## config.mk

```make
export PLATFORM = sky130hd
export DESIGN_NAME = if_fetch_stage
export DESIGN_NICKNAME = d
export VERILOG_FILES = /design/src/rtl/if_fetch_stage.sv
export SDC_FILE = /design/constraint.sdc
export NUM_CORES = 1
export LEC_CHECK = 0
export ABC_AREA = 0
export CORE_UTILIZATION = 50
export CTS_CLUSTER_SIZE = 40
export DETAILED_ROUTE_END_ITERATION = 10
export GPL_TIMING_DRIVEN = 0
export PLACE_DENSITY_LB_ADDON = 0.12
export SYNTH_ARGS = -nofsm -noshare
export SYNTH_HDL_FRONTEND = slang
export SYNTH_SLANG_ARGS = --single-unit
export TNS_END_PERCENT = 1
```

## constraint.sdc

```tcl
create_clock -name clk -period 4.3 [get_ports clk]
set_input_delay 0.645 -clock clk [delete_from_list [all_inputs] [get_ports clk]]
set_output_delay 0.645 -clock clk [all_outputs]
set_load 0.005 [all_outputs]
```

## src/rtl/if_fetch_stage.sv

```systemverilog
// Instruction-fetch stage: owns the PC, a req/ack fetch to instruction memory,
// and the IF/ID register with a one-entry skid buffer for stalled acks.
module if_fetch_stage #(
  parameter logic [31:0] RESET_PC = 32'h0000_0000
) (
  input  logic        clk,
  input  logic        rst,
  input  logic        stall_i,
  input  logic        branch_flag_i,
  input  logic [31:0] branch_target_address_i,
  output logic        rom_req_o,
  output logic [31:0] rom_addr_o,
  input  logic        rom_ack_i,
  input  logic [31:0] rom_data_i,
  output logic [31:0] id_pc_o,
  output logic [31:0] id_inst_o,
  output logic        id_valid_o,
  output logic        stallreq_o
);

  typedef enum logic {FETCH, HOLD} state_t;

  state_t      state, state_next;
  logic [31:0] pc, pc_next;
  logic        redirect_pending, pending_next;
  logic [31:0] redirect_target, target_next;
  logic [31:0] skid_pc, skid_inst;
  logic        ack_fire;
  logic        branch_take;
  logic        redirect_valid;
  logic [31:0] redirect_addr;

  function automatic logic [31:0] word_align(input logic [31:0] addr);
    return addr & ~32'h0000_0003;
  endfunction

  assign rom_req_o      = (state == FETCH) && !rst;
  assign rom_addr_o     = word_align(pc);
  assign stallreq_o     = rom_req_o & ~rom_ack_i;
  assign ack_fire       = rom_req_o & rom_ack_i;
  assign branch_take    = branch_flag_i & ~stall_i;
  // A branch seen this edge takes priority over (and replaces) a latched one.
  assign redirect_valid = branch_take | redirect_pending;
  assign redirect_addr  = branch_take ? word_align(branch_target_address_i) : redirect_target;

  always_comb begin
    state_next   = state;
    pc_next      = pc;
    pending_next = redirect_pending;
    target_next  = redirect_target;
    case (state)
      FETCH: begin
        if (ack_fire) begin
          pc_next      = redirect_valid ? redirect_addr : pc + 32'd4;
          pending_next = 1'b0;
          if (stall_i) state_next = HOLD;
        end else if (branch_take) begin
          // The in-flight fetch becomes the delay slot; the target waits for it.
          pending_next = 1'b1;
          target_next  = word_align(branch_target_address_i);
        end
      end
      HOLD: begin
        if (!stall_i) begin
          state_next = FETCH;
          // No request is outstanding here, so a redirect can update pc directly.
          if (redirect_valid) begin
            pc_next      = redirect_addr;
            pending_next = 1'b0;
          end
        end
      end
      default: state_next = FETCH;
    endcase
  end

  always_ff @(posedge clk) begin
    if (rst) begin
      state            <= FETCH;
      pc               <= word_align(RESET_PC);
      redirect_pending <= 1'b0;
    end else begin
      state            <= state_next;
      pc               <= pc_next;
      redirect_pending <= pending_next;
    end
  end

  always_ff @(posedge clk) begin
    redirect_target <= target_next;
    if (ack_fire && stall_i) begin
      skid_pc   <= pc;
      skid_inst <= rom_data_i;
    end
  end

  // IF/ID boundary
  always_ff @(posedge clk) begin
    if (rst) begin
      id_pc_o    <= 32'd0;
      id_inst_o  <= 32'd0;
      id_valid_o <= 1'b0;
    end else if (!stall_i) begin
      if (state == HOLD) begin
        id_pc_o    <= skid_pc;
        id_inst_o  <= skid_inst;
        id_valid_o <= 1'b1;
      end else if (ack_fire) begin
        id_pc_o    <= pc;
        id_inst_o  <= rom_data_i;
        id_valid_o <= 1'b1;
      end else begin
        id_inst_o  <= 32'd0;
        id_valid_o <= 1'b0;
      end
    end
  end

endmodule

```

==> flow_summary.yaml, run 1 <==
outcome:
  status: "finished, final reports clean"
critical_path:
  critical_path.endpoint_type: "output port"
  cp_cell_sequence: "buf_2 > clkbuf_1 > clkbuf_1 > nor3_1 > clkdlybuf4s50_1"
  cp_data_required_time_ns: 3.65
  slowest_delay_ns: 0.65
  path_max_fanout: 10
  criticalPathCategory: "register to output port"
  critPathSlowestCell: "clkbuf_1"
  critPathArrivalTime_ns: 2.85
  startpoint_type: "register"
  crit_top_cell: "clkbuf_1"
  reg2regPathDepth: 6
finish:
  final_area_sq_mm: 0.01096
  area_growth_syn_to_layout_pct: 30.20
  layout-drive-gt1-share: 0.08743
  instances_no_fill: 1238
  nNetsFinal: 1075
  num_antenna_cells: 0
  final_util: 0.6630
logic_synthesis:
  synth_seq_cells: 195
  ys_types: 60
  netlist_area_sq_mm: 0.008414
  postSynthAreaPerCell_sq_um: 10.21
  synthTopCellsByArea: "edfxtp_1 34%, dfxtp_1 24%, nor2_1 5.4%"
  synthCells: 824
  synthTopCellsByCount: "122 x nor2_1, 99 x dfxtp_1, 98 x nand2_1"
  synthArstFlopShare: 0
  synth_top_family_by_area: "simple AND/OR/NAND/NOR gates"
  synth_edf_count: 96
  synth_xor_area_frac: 0.001041
  muxShareOfSynthArea: 0.04714
  synthFlopType: "dfxtp_1"
  seq_area_frac_synth: 0.5781
  yosys.area.top_type: "edfxtp_1"
  synth-warning-count: 0
  synth_top_area_share: 0.3426
  synth_simple_gate_area_frac: 0.1597
  synth-adder-area-share: 0.001487
  synth.most_common_cell: "nor2_1"
  synth_compound_area_frac: 0.1539
power_and_ir_drop:
  swShare: 0.2547
  vdd_drop_max_mv: 0.3022
  power_density_mw_per_mm2: 404.2
  p_switching_mw: 1.128
  seqPwrFrac: 0.490
  combPwrFrac: 0.123
  cellLeakagePower_nw: 3.867
  p_int_mw: 3.300
  p_clk_frac: 0.387
  power_mw: 4.428
clocking:
  cts_resized: 0
  cts-buffers-inserted: 17
  post_cts_buffers: 0
  cts.sinks: 195
  path_clk_slew_ns: 0.07
  postCtsHoldBufs: 0
  htree_levels: 4
  clockBufferDepth: 2
  root_buffer: "clkbuf_16"
  clkLatencyLatePin_ns: 0.43
  cts_tree: "done"
drt:
  via_per_inst: 5.578
  drc_errors: 0
  wirelength_um: 21980
  drt-wirelength-per-cell_um: 17.76
  initialDrtViolationCount: 680
  ant_nets: 0
  first_pass_iters: 5
  vias: 6906
global_route:
  grt_max_degree: 65
  grt_pass1_wl_um: 35420
  antenna_found_initial: 0
  grt_pass1_vias: 6513
  overflow: 0
  track_usage: 0.2608
timing:
  grt_setup_unrepaired: "no"
  fmax_mhz: 286.4
  hold_viol_final: 0
  slew_headroom: 0.3387
  finalMaxSlewViolations: 0
  hold_slack_ns: 0.4554
  fin_crit_ns: 3.492
  fin_crit_sh: 0.8120
  setup_viol: 0
  worst_pin_slew_ns: 0.9897
  finClkSkew_ns: 0.007212
placement:
  gp_congestion: 0.9261
  place_area_sq_mm: 0.01031
  dp_hpwl_um: 15440
  dp_cells: 1206
  portBuffers: 161
floorplanning:
  die_x_um: 131.7
  die_y_um: 131.7
  core_area_sq_mm: 0.01652
  io_pins: 168
  dieArea_sq_mm: 0.01735
  rows: 47
  initial_core_util: 0.5092
run:
  cap_violations: 0
hold_path:
  hold_path_class: "register to register"
  hold_path_depth: 0
-- logic make-up (layout without fill, tap and decap cells) --
logic type	count (synthesis)	count (layout)
buf+inv	95	288
fa+ha+maj	1	1
compound gates	196	196
simple gates	296	296
flops	195	195
xor+xnor	1	1
other cells	1	2
mux	39	39
-- area by class of cell --
cell class | instances | area, sq um
buffer | 90 | 470.5
clock buffer | 17 | 425.4
fill | 1376 | 5569
sequential | 195 | 4865
timing repair buffer | 161 | 1612
clock inverter | 15 | 215.2
multi-input combinational | 535 | 3074
inverter | 5 | 18.77
tap | 220 | 275.3
-- critical path: cells and delay by family, from the launching register on --
family        cells  cell delay [ns]
simple gates      1             0.13
flops             1             0.32
buf+inv           4             1.95
-- sequential cells by signal, indices dropped and copies added, names as in the netlist --
signal	count
id_inst_o	32
id_pc_o	32
pc	32
redirect_target	32
skid_inst	32
skid_pc	32
id_valid_o	1
redirect_pending	1
state	1
-- path summary, 6_finish.rpt --
path / startpoint / end / slack [ns]
worst max-delay path: state$_SDFF_PP0_ / stallreq_o / 0.81
worst min-delay path: pc[14]$_SDFFE_PP0P_ / skid_pc[14]$_DFFE_PP_ / 0.46
worst max register to register: pc[2]$_SDFFE_PP0P_ / pc[30]$_SDFFE_PP0P_ / 1.61
worst min register to register: pc[14]$_SDFFE_PP0P_ / skid_pc[14]$_DFFE_PP_ / 0.46
-- cell usage in the layout, fill, tap and decap left out, types with 32 or more instances in the layout --
| cell | n |
|---|---|
| nor2_1 | 121 |
| clkbuf_1 | 40 |
| o21ai_0 | 32 |
| edfxtp_1 | 96 |
| a211oi_1 | 32 |
| buf_4 | 32 |
| dfxtp_1 | 99 |
| a22oi_1 | 38 |
| a21oi_1 | 51 |
| nand2_1 | 98 |
| clkdlybuf4s50_1 | 161 |
| mux2i_1 | 34 |
-- layer usage --
layer  vias to the layer above  GRT usage  routed length [um]
met1                      3252     0.3885               10400
met2                       297     0.3798                9561
met4                         0    0.08333                 421
met3                        32    0.05324                1602
met5                         -          0                   0
li1                       3325          -                   -
-- power groups by stage --
stage / sequential (mW) / combinational, mW / clock (mW)
floorplan: 2.18 / 0.287 / 0
global placement: 2.21 / 0.535 / 0
detailed placement: 2.21 / 0.541 / 0
CTS: 2.17 / 0.545 / 1.73
global route: 2.18 / 0.601 / 1.80
finish: 2.17 / 0.546 / 1.71
-- through the flow --
stage          TNS, ns  setup slack [ns]
6_report             0            0.8082
3_5_place_dp         0            0.8653
4_1_cts              0            0.7885
3_3_place_gp    -42.72           -0.5444
5_1_grt              0            0.7060
2_1_floorplan        0            0.8416
Power figures use the tool's default switching activity.
==> run 2, diff against run 1 <==
--- a/config.mk
+++ b/config.mk
@@ -6,7 +6,7 @@
 export NUM_CORES = 1
 export LEC_CHECK = 0
 export ABC_AREA = 0
-export CORE_UTILIZATION = 50
+export CORE_UTILIZATION = 47
 export CTS_CLUSTER_SIZE = 40
 export DETAILED_ROUTE_END_ITERATION = 10
 export GPL_TIMING_DRIVEN = 0
==> constraint.sdc (replaced) <==
create_clock -name clk -period 3.2 [get_ports clk]
set_input_delay 0.48 -clock clk [delete_from_list [all_inputs] [get_ports clk]]
set_output_delay 0.48 -clock clk [all_outputs]
set_load 0.005 [all_outputs]
==> run 2 against run 1 <==
Compared with the run above:
- routed wire length is 0.40% higher
- sequential share of layout area is 0.36 points higher
- die area is 6.3% higher
- total power is 27% higher
- worst setup slack worse by 0.52 ns
- utilization is 3.9 points lower
- largest cell class unchanged
==> flow_summary.yaml, run 2 (synthesis results as in run 1) <==
finish:
  instances_no_fill: 1243
  area_growth_syn_to_layout_pct: 29.16
  nNetsFinal: 1075
  final_cell_mix: "161 x clkdlybuf4s50_1, 121 x nor2_1, 99 x dfxtp_1"
  final_common_cell: "clkdlybuf4s50_1"
  num_antenna_cells: 0
  layout-drive-gt1-share: 0.08743
  fillCellCount: 1488
placement:
  gp_congestion: 0.9384
  portBuffers: 161
  dp_cells: 1212
  dp_hpwl_um: 15740
floorplanning:
  die_y_um: 135.8
  io_pins: 168
  initial_core_util: 0.4831
  core_area_sq_mm: 0.01742
  rows: 48
  die_x_um: 135.8
  dieArea_sq_mm: 0.01844
hold_path:
  hold_path_depth: 0
  hold_end: "skid_pc[14]$_DFFE_PP_"
  hold_path_class: "register to register"
  hp-start: "pc[14]$_SDFFE_PP0P_"
critical_path:
  r2r_slack_ns: 0.46
  cp_data_required_time_ns: 2.72
  startpoint_type: "primary input"
  critPathArrivalTime_ns: 2.43
  r2r_start: "state$_SDFF_PP0_"
  cp-startpoint: "rst"
  critical_path.endpoint_type: "output port"
  reg2regPathDepth: 4
  criticalPathCategory: "primary input to output port"
  path_max_fanout: 10
  reg2reg_to: "skid_pc[5]$_DFFE_PP_"
clocking:
  cts-buffers-inserted: 17
  clockBufferDepth: 2
  root_buffer: "clkbuf_16"
  postCtsHoldBufs: 0
  cts_tree: "done"
  clkLatencyLatePin_ns: 0.43
  cts.sinks: 195
  htree_levels: 4
  path_clk_slew_ns: 0.07
timing:
  hold_viol_final: 0
  fmax_mhz: 343.4
  fin_crit_sh: 0.9101
  finalMaxSlewViolations: 0
  finClkSkew_ns: 0.009362
  slew_headroom: 0.4020
  setup_viol: 0
  grt_setup_unrepaired: "no"
  fin_crit_ns: 2.912
  worst_pin_slew_ns: 0.8889
drt:
  first_pass_iters: 5
  met1_length_um: 10350
  drt-wirelength-per-cell_um: 17.75
  wirelength_um: 22070
  initialDrtViolationCount: 642
  wl_met2_um: 9807
  wl_met3_um: 1582
  ant_nets: 0
  vias: 6908
  via_per_inst: 5.558
  top_layer_used: "met4"
  drc_errors: 0
global_route:
  track_usage: 0.2450
  antenna_found_initial: 0
  overflow: 0
  grt_max_degree: 65
  grt_pass1_vias: 6327
  grt_pass1_wl_um: 34230
power_and_ir_drop:
  cellLeakagePower_nw: 3.838
  vdd_drop_max_mv: 0.4570
  power_density_mw_per_mm2: 516.9
  power_mw: 5.617
outcome:
  status: "finished, final reports clean"
run:
  cap_violations: 0
[run 2: worst max path at each step]
| stage | endpoint | slack [ns] |
|---|---|---|
| finish | rom_req_o | 0.29 |
| CTS | stallreq_o | 0.13 |
| global placement | id_valid_o$_SDFFE_PP0N_ | -1.31 |
| detailed placement | skid_inst[10]$_DFFE_PP_ | -0.01 |
| global route | rom_req_o | 0.13 |
| floorplan | id_valid_o$_SDFFE_PP0N_ | 0.07 |
[run 2: where the power goes]
part           internal (mW)  leakage [nW]  switching [mW]  total (mW)
clock                   1.01         0.265           0.952        1.96
combinational          0.371          1.84           0.371       0.742
sequential              2.80          1.73           0.119        2.92
total                   4.18          3.84            1.44        5.62
[run 2: timing repair]
item,CTS,global route
gates resized for setup,1,0
endpoints found under the setup margin,2,1
setup buffers,0,0
[run 2: routing by layer]
layer,global-route usage,up-vias
li1,-,3326
met1,0.3595,3263
met2,0.3628,291
met3,0.05200,28
met4,0.06804,0
met5,0,-
[run 2: metrics by stage]
stage | utilization | hold WS, ns | setup WS (ns) | area (sq um) | setup TNS [ns]
finish | 0.6240 | 0.4515 | 0.2875 | 10870 | 0
global route | 0.6240 | 0.4773 | 0.1333 | 10870 | 0
detailed placement | 0.5938 | 0.4361 | -0.01409 | 10340 | -0.6033
floorplan | - | 0.4260 | 0.06827 | 8419 | 0
CTS | 0.6242 | 0.4529 | 0.1267 | 10870 | 0
global placement | 0.5921 | 0.4349 | -1.307 | 10310 | -88.95
[run 2: layout make-up]
class | instances | area [sq um] | area share
buffer | 89 | 467.9 | 0.04306
clock buffer | 19 | 432.9 | 0.03983
clock inverter | 13 | 96.34 | 0.008865
inverter | 5 | 18.77 | 0.001727
multi-input combinational | 535 | 3074 | 0.2829
sequential | 195 | 4865 | 0.4476
tap | 225 | 281.5 | 0.02590
timing repair buffer | 162 | 1632 | 0.1501
[run 2: worst max-delay path, cell delays in order]
cell and delay [ns]:
clkbuf_1 0.43, clkbuf_1 0.54, clkbuf_1 0.45, nor2_1 0.08, clkdlybuf4s50_1 0.46
==> run 3, diff against run 2 <==
--- a/config.mk
+++ b/config.mk
@@ -6,7 +6,7 @@
 export NUM_CORES = 1
 export LEC_CHECK = 0
 export ABC_AREA = 0
-export CORE_UTILIZATION = 47
+export CORE_UTILIZATION = 37
 export CTS_CLUSTER_SIZE = 40
 export DETAILED_ROUTE_END_ITERATION = 10
 export GPL_TIMING_DRIVEN = 0
==> constraint.sdc (replaced) <==
create_clock -name clk -period 2.6 [get_ports clk]
set_input_delay 0.39 -clock clk [delete_from_list [all_inputs] [get_ports clk]]
set_output_delay 0.39 -clock clk [all_outputs]
set_load 0.005 [all_outputs]
==> run 3 against run 2 <==
Compared with the run above:
- the run now ends with design-rule violations left
- non-clock buffer count up 1
- via count shrank 1.2%
- clock-buffer cell count up 1
- highest routed layer unchanged
==> flow_summary.yaml, run 3 (synthesis results as in run 1) <==
clocking:
  path_clk_slew_ns: 0.07
  clockBufferDepth: 2
  clkLatencyLatePin_ns: 0.44
  post_cts_buffers: 0
  cts_tree: "done"
  htree_levels: 4
  postCtsHoldBufs: 0
  root_buffer: "clkbuf_16"
  cts-buffers-inserted: 17
  cts.sinks: 195
finish:
  final_cell_mix: "161 x clkdlybuf4s50_1, 121 x nor2_1, 98 x nand2_1, 98 x dfxtp_1, 96 x edfxtp_1"
  nNetsFinal: 1076
  area_growth_syn_to_layout_pct: 30.86
  final_common_cell: "clkdlybuf4s50_1"
  fillCellCount: 2111
  register_area_sq_mm: 0.004866
  num_antenna_cells: 0
  layout-drive-gt1-share: 0.09421
  instances_no_fill: 1299
  multiInputGateArea_sq_mm: 0.003085
power_and_ir_drop:
  p_clk_frac: 0.363
  p_switching_mw: 1.850
  vdd_drop_max_mv: 0.3743
  power_density_mw_per_mm2: 642.5
  power_mw: 7.074
  combPwrFrac: 0.130
  seqPwrFrac: 0.507
  p_int_mw: 5.224
  swShare: 0.2616
  cellLeakagePower_nw: 3.874
timing:
  finalMaxSlewViolations: 0
  fmax_mhz: 398.9
  tns_ns: 0
  hold_viol_final: 0
  slew_headroom: 0.4107
  setup_viol: 0
  worst_pin_slew_ns: 0.8839
  fin_crit_sh: 0.9643
  grt_setup_unrepaired: "yes"
  fin_crit_ns: 2.507
  hold_slack_ns: 0.4585
  finClkSkew_ns: 0.01167
placement:
  dp_hpwl_um: 16750
  portBuffers: 161
  gp_congestion: 0.8925
  dp_cells: 1267
global_route:
  grt_pass1_wl_um: 37030
  antenna_found_initial: 0
  track_usage: 0.2024
  overflow: 0
  grt_pass1_vias: 6514
  grt_max_degree: 65
critical_path:
  critPathSlowestCell: "clkdlybuf4s50_1"
  cp.buffers_inverters: 4
  critical_path.endpoint_type: "output port"
  criticalPathCategory: "register to output port"
  cp_top_family: "buffers and inverters"
  cp_data_required_time_ns: 2.21
  cp_cell_sequence: "buf_2 > buf_4 > clkbuf_8 > nor3_1 > clkdlybuf4s50_1"
  critPathArrivalTime_ns: 2.12
  path_max_fanout: 10
  slowest_delay_ns: 0.56
  startpoint_type: "register"
drt:
  drc_errors: 11
  first_pass_iters: 10
  wirelength_um: 23060
  vias: 6824
  ant_nets: 0
  initialDrtViolationCount: 466
  drt-wirelength-per-cell_um: 17.75
  via_per_inst: 5.253
outcome:
  status: "complete, but fails checks"
  violations: "design-rule violations"
run:
  cap_violations: 0
floorplanning:
  die_x_um: 152.8
  dieArea_sq_mm: 0.02335
  die_y_um: 152.8
  io_pins: 168
  initial_core_util: 0.3808
  core_area_sq_mm: 0.02209
  rows: 54
hold_path:
  hold_path_class: "register to register"
-- run 3: cell types whose count changed in the layout (fill, tap and decap cells not counted), sizes merged --
cell,delta
buf,+2
clkinvlp,-1
-- run 3: final cells by class --
cell class | count | area share
clock buffer | 20 | 0.04159
tap | 280 | 0.03182
clock inverter | 12 | 0.01000
buffer | 90 | 0.04455
sequential | 195 | 0.4419
timing repair buffer | 162 | 0.1482
inverter | 5 | 0.001705
multi-input combinational | 535 | 0.2802
-- run 3: power by group through the flow --
stage | registers (mW) | logic (mW) | clock network, mW
6_report | 3.58 | 0.921 | 2.57
5_1_grt | 3.61 | 1.01 | 2.72
4_1_cts | 3.58 | 0.924 | 2.61
3_5_place_dp | 3.66 | 0.918 | 0
3_3_place_gp | 3.65 | 0.904 | 0
2_1_floorplan | 3.61 | 0.474 | 0
-- run 3: timing repair --
| action | 4_1_cts | 5_1_grt |
|---|---|---|
| resized for setup | 8 | 8 |
| pin swaps | 0 | 1 |
| gates cloned | 0 | 0 |
| endpoints found under the hold margin | 0 | 0 |
| endpoints found under the setup margin | 67 | 72 |
-- run 3: worst paths after layout --
kind | depth (start not counted) | to | from | slack, ns
max reg2reg | 4 | skid_inst[2]$_DFFE_PP_ | state$_SDFF_PP0_ | 0.16
min reg2reg | 0 | skid_pc[26]$_DFFE_PP_ | pc[26]$_SDFFE_PP0P_ | 0.46
min | 0 | skid_pc[26]$_DFFE_PP_ | pc[26]$_SDFFE_PP0P_ | 0.46
max | 5 | stallreq_o | state$_SDFF_PP0_ | 0.09
-- run 3: per-layer routing --
layer / vias to the layer above / share of wire / track usage
met4: 0 / 0.015 / 0.05772
met1: 3228 / 0.50 / 0.3025
li1: 3322 / - / -
met5: - / 0 / 0
met3: 27 / 0.053 / 0.02759
met2: 247 / 0.44 / 0.3036
-- run 3: per-stage QoR --
step	util	setup WS (ns)	area, sq um
2_1_floorplan	-	-0.4417	8419
3_3_place_gp	0.4699	-1.894	10380
3_5_place_dp	0.4712	-0.5990	10410
4_1_cts	0.4979	0.006209	11000
5_1_grt	0.4984	-0.08535	11010
6_report	0.4984	0.09287	11010
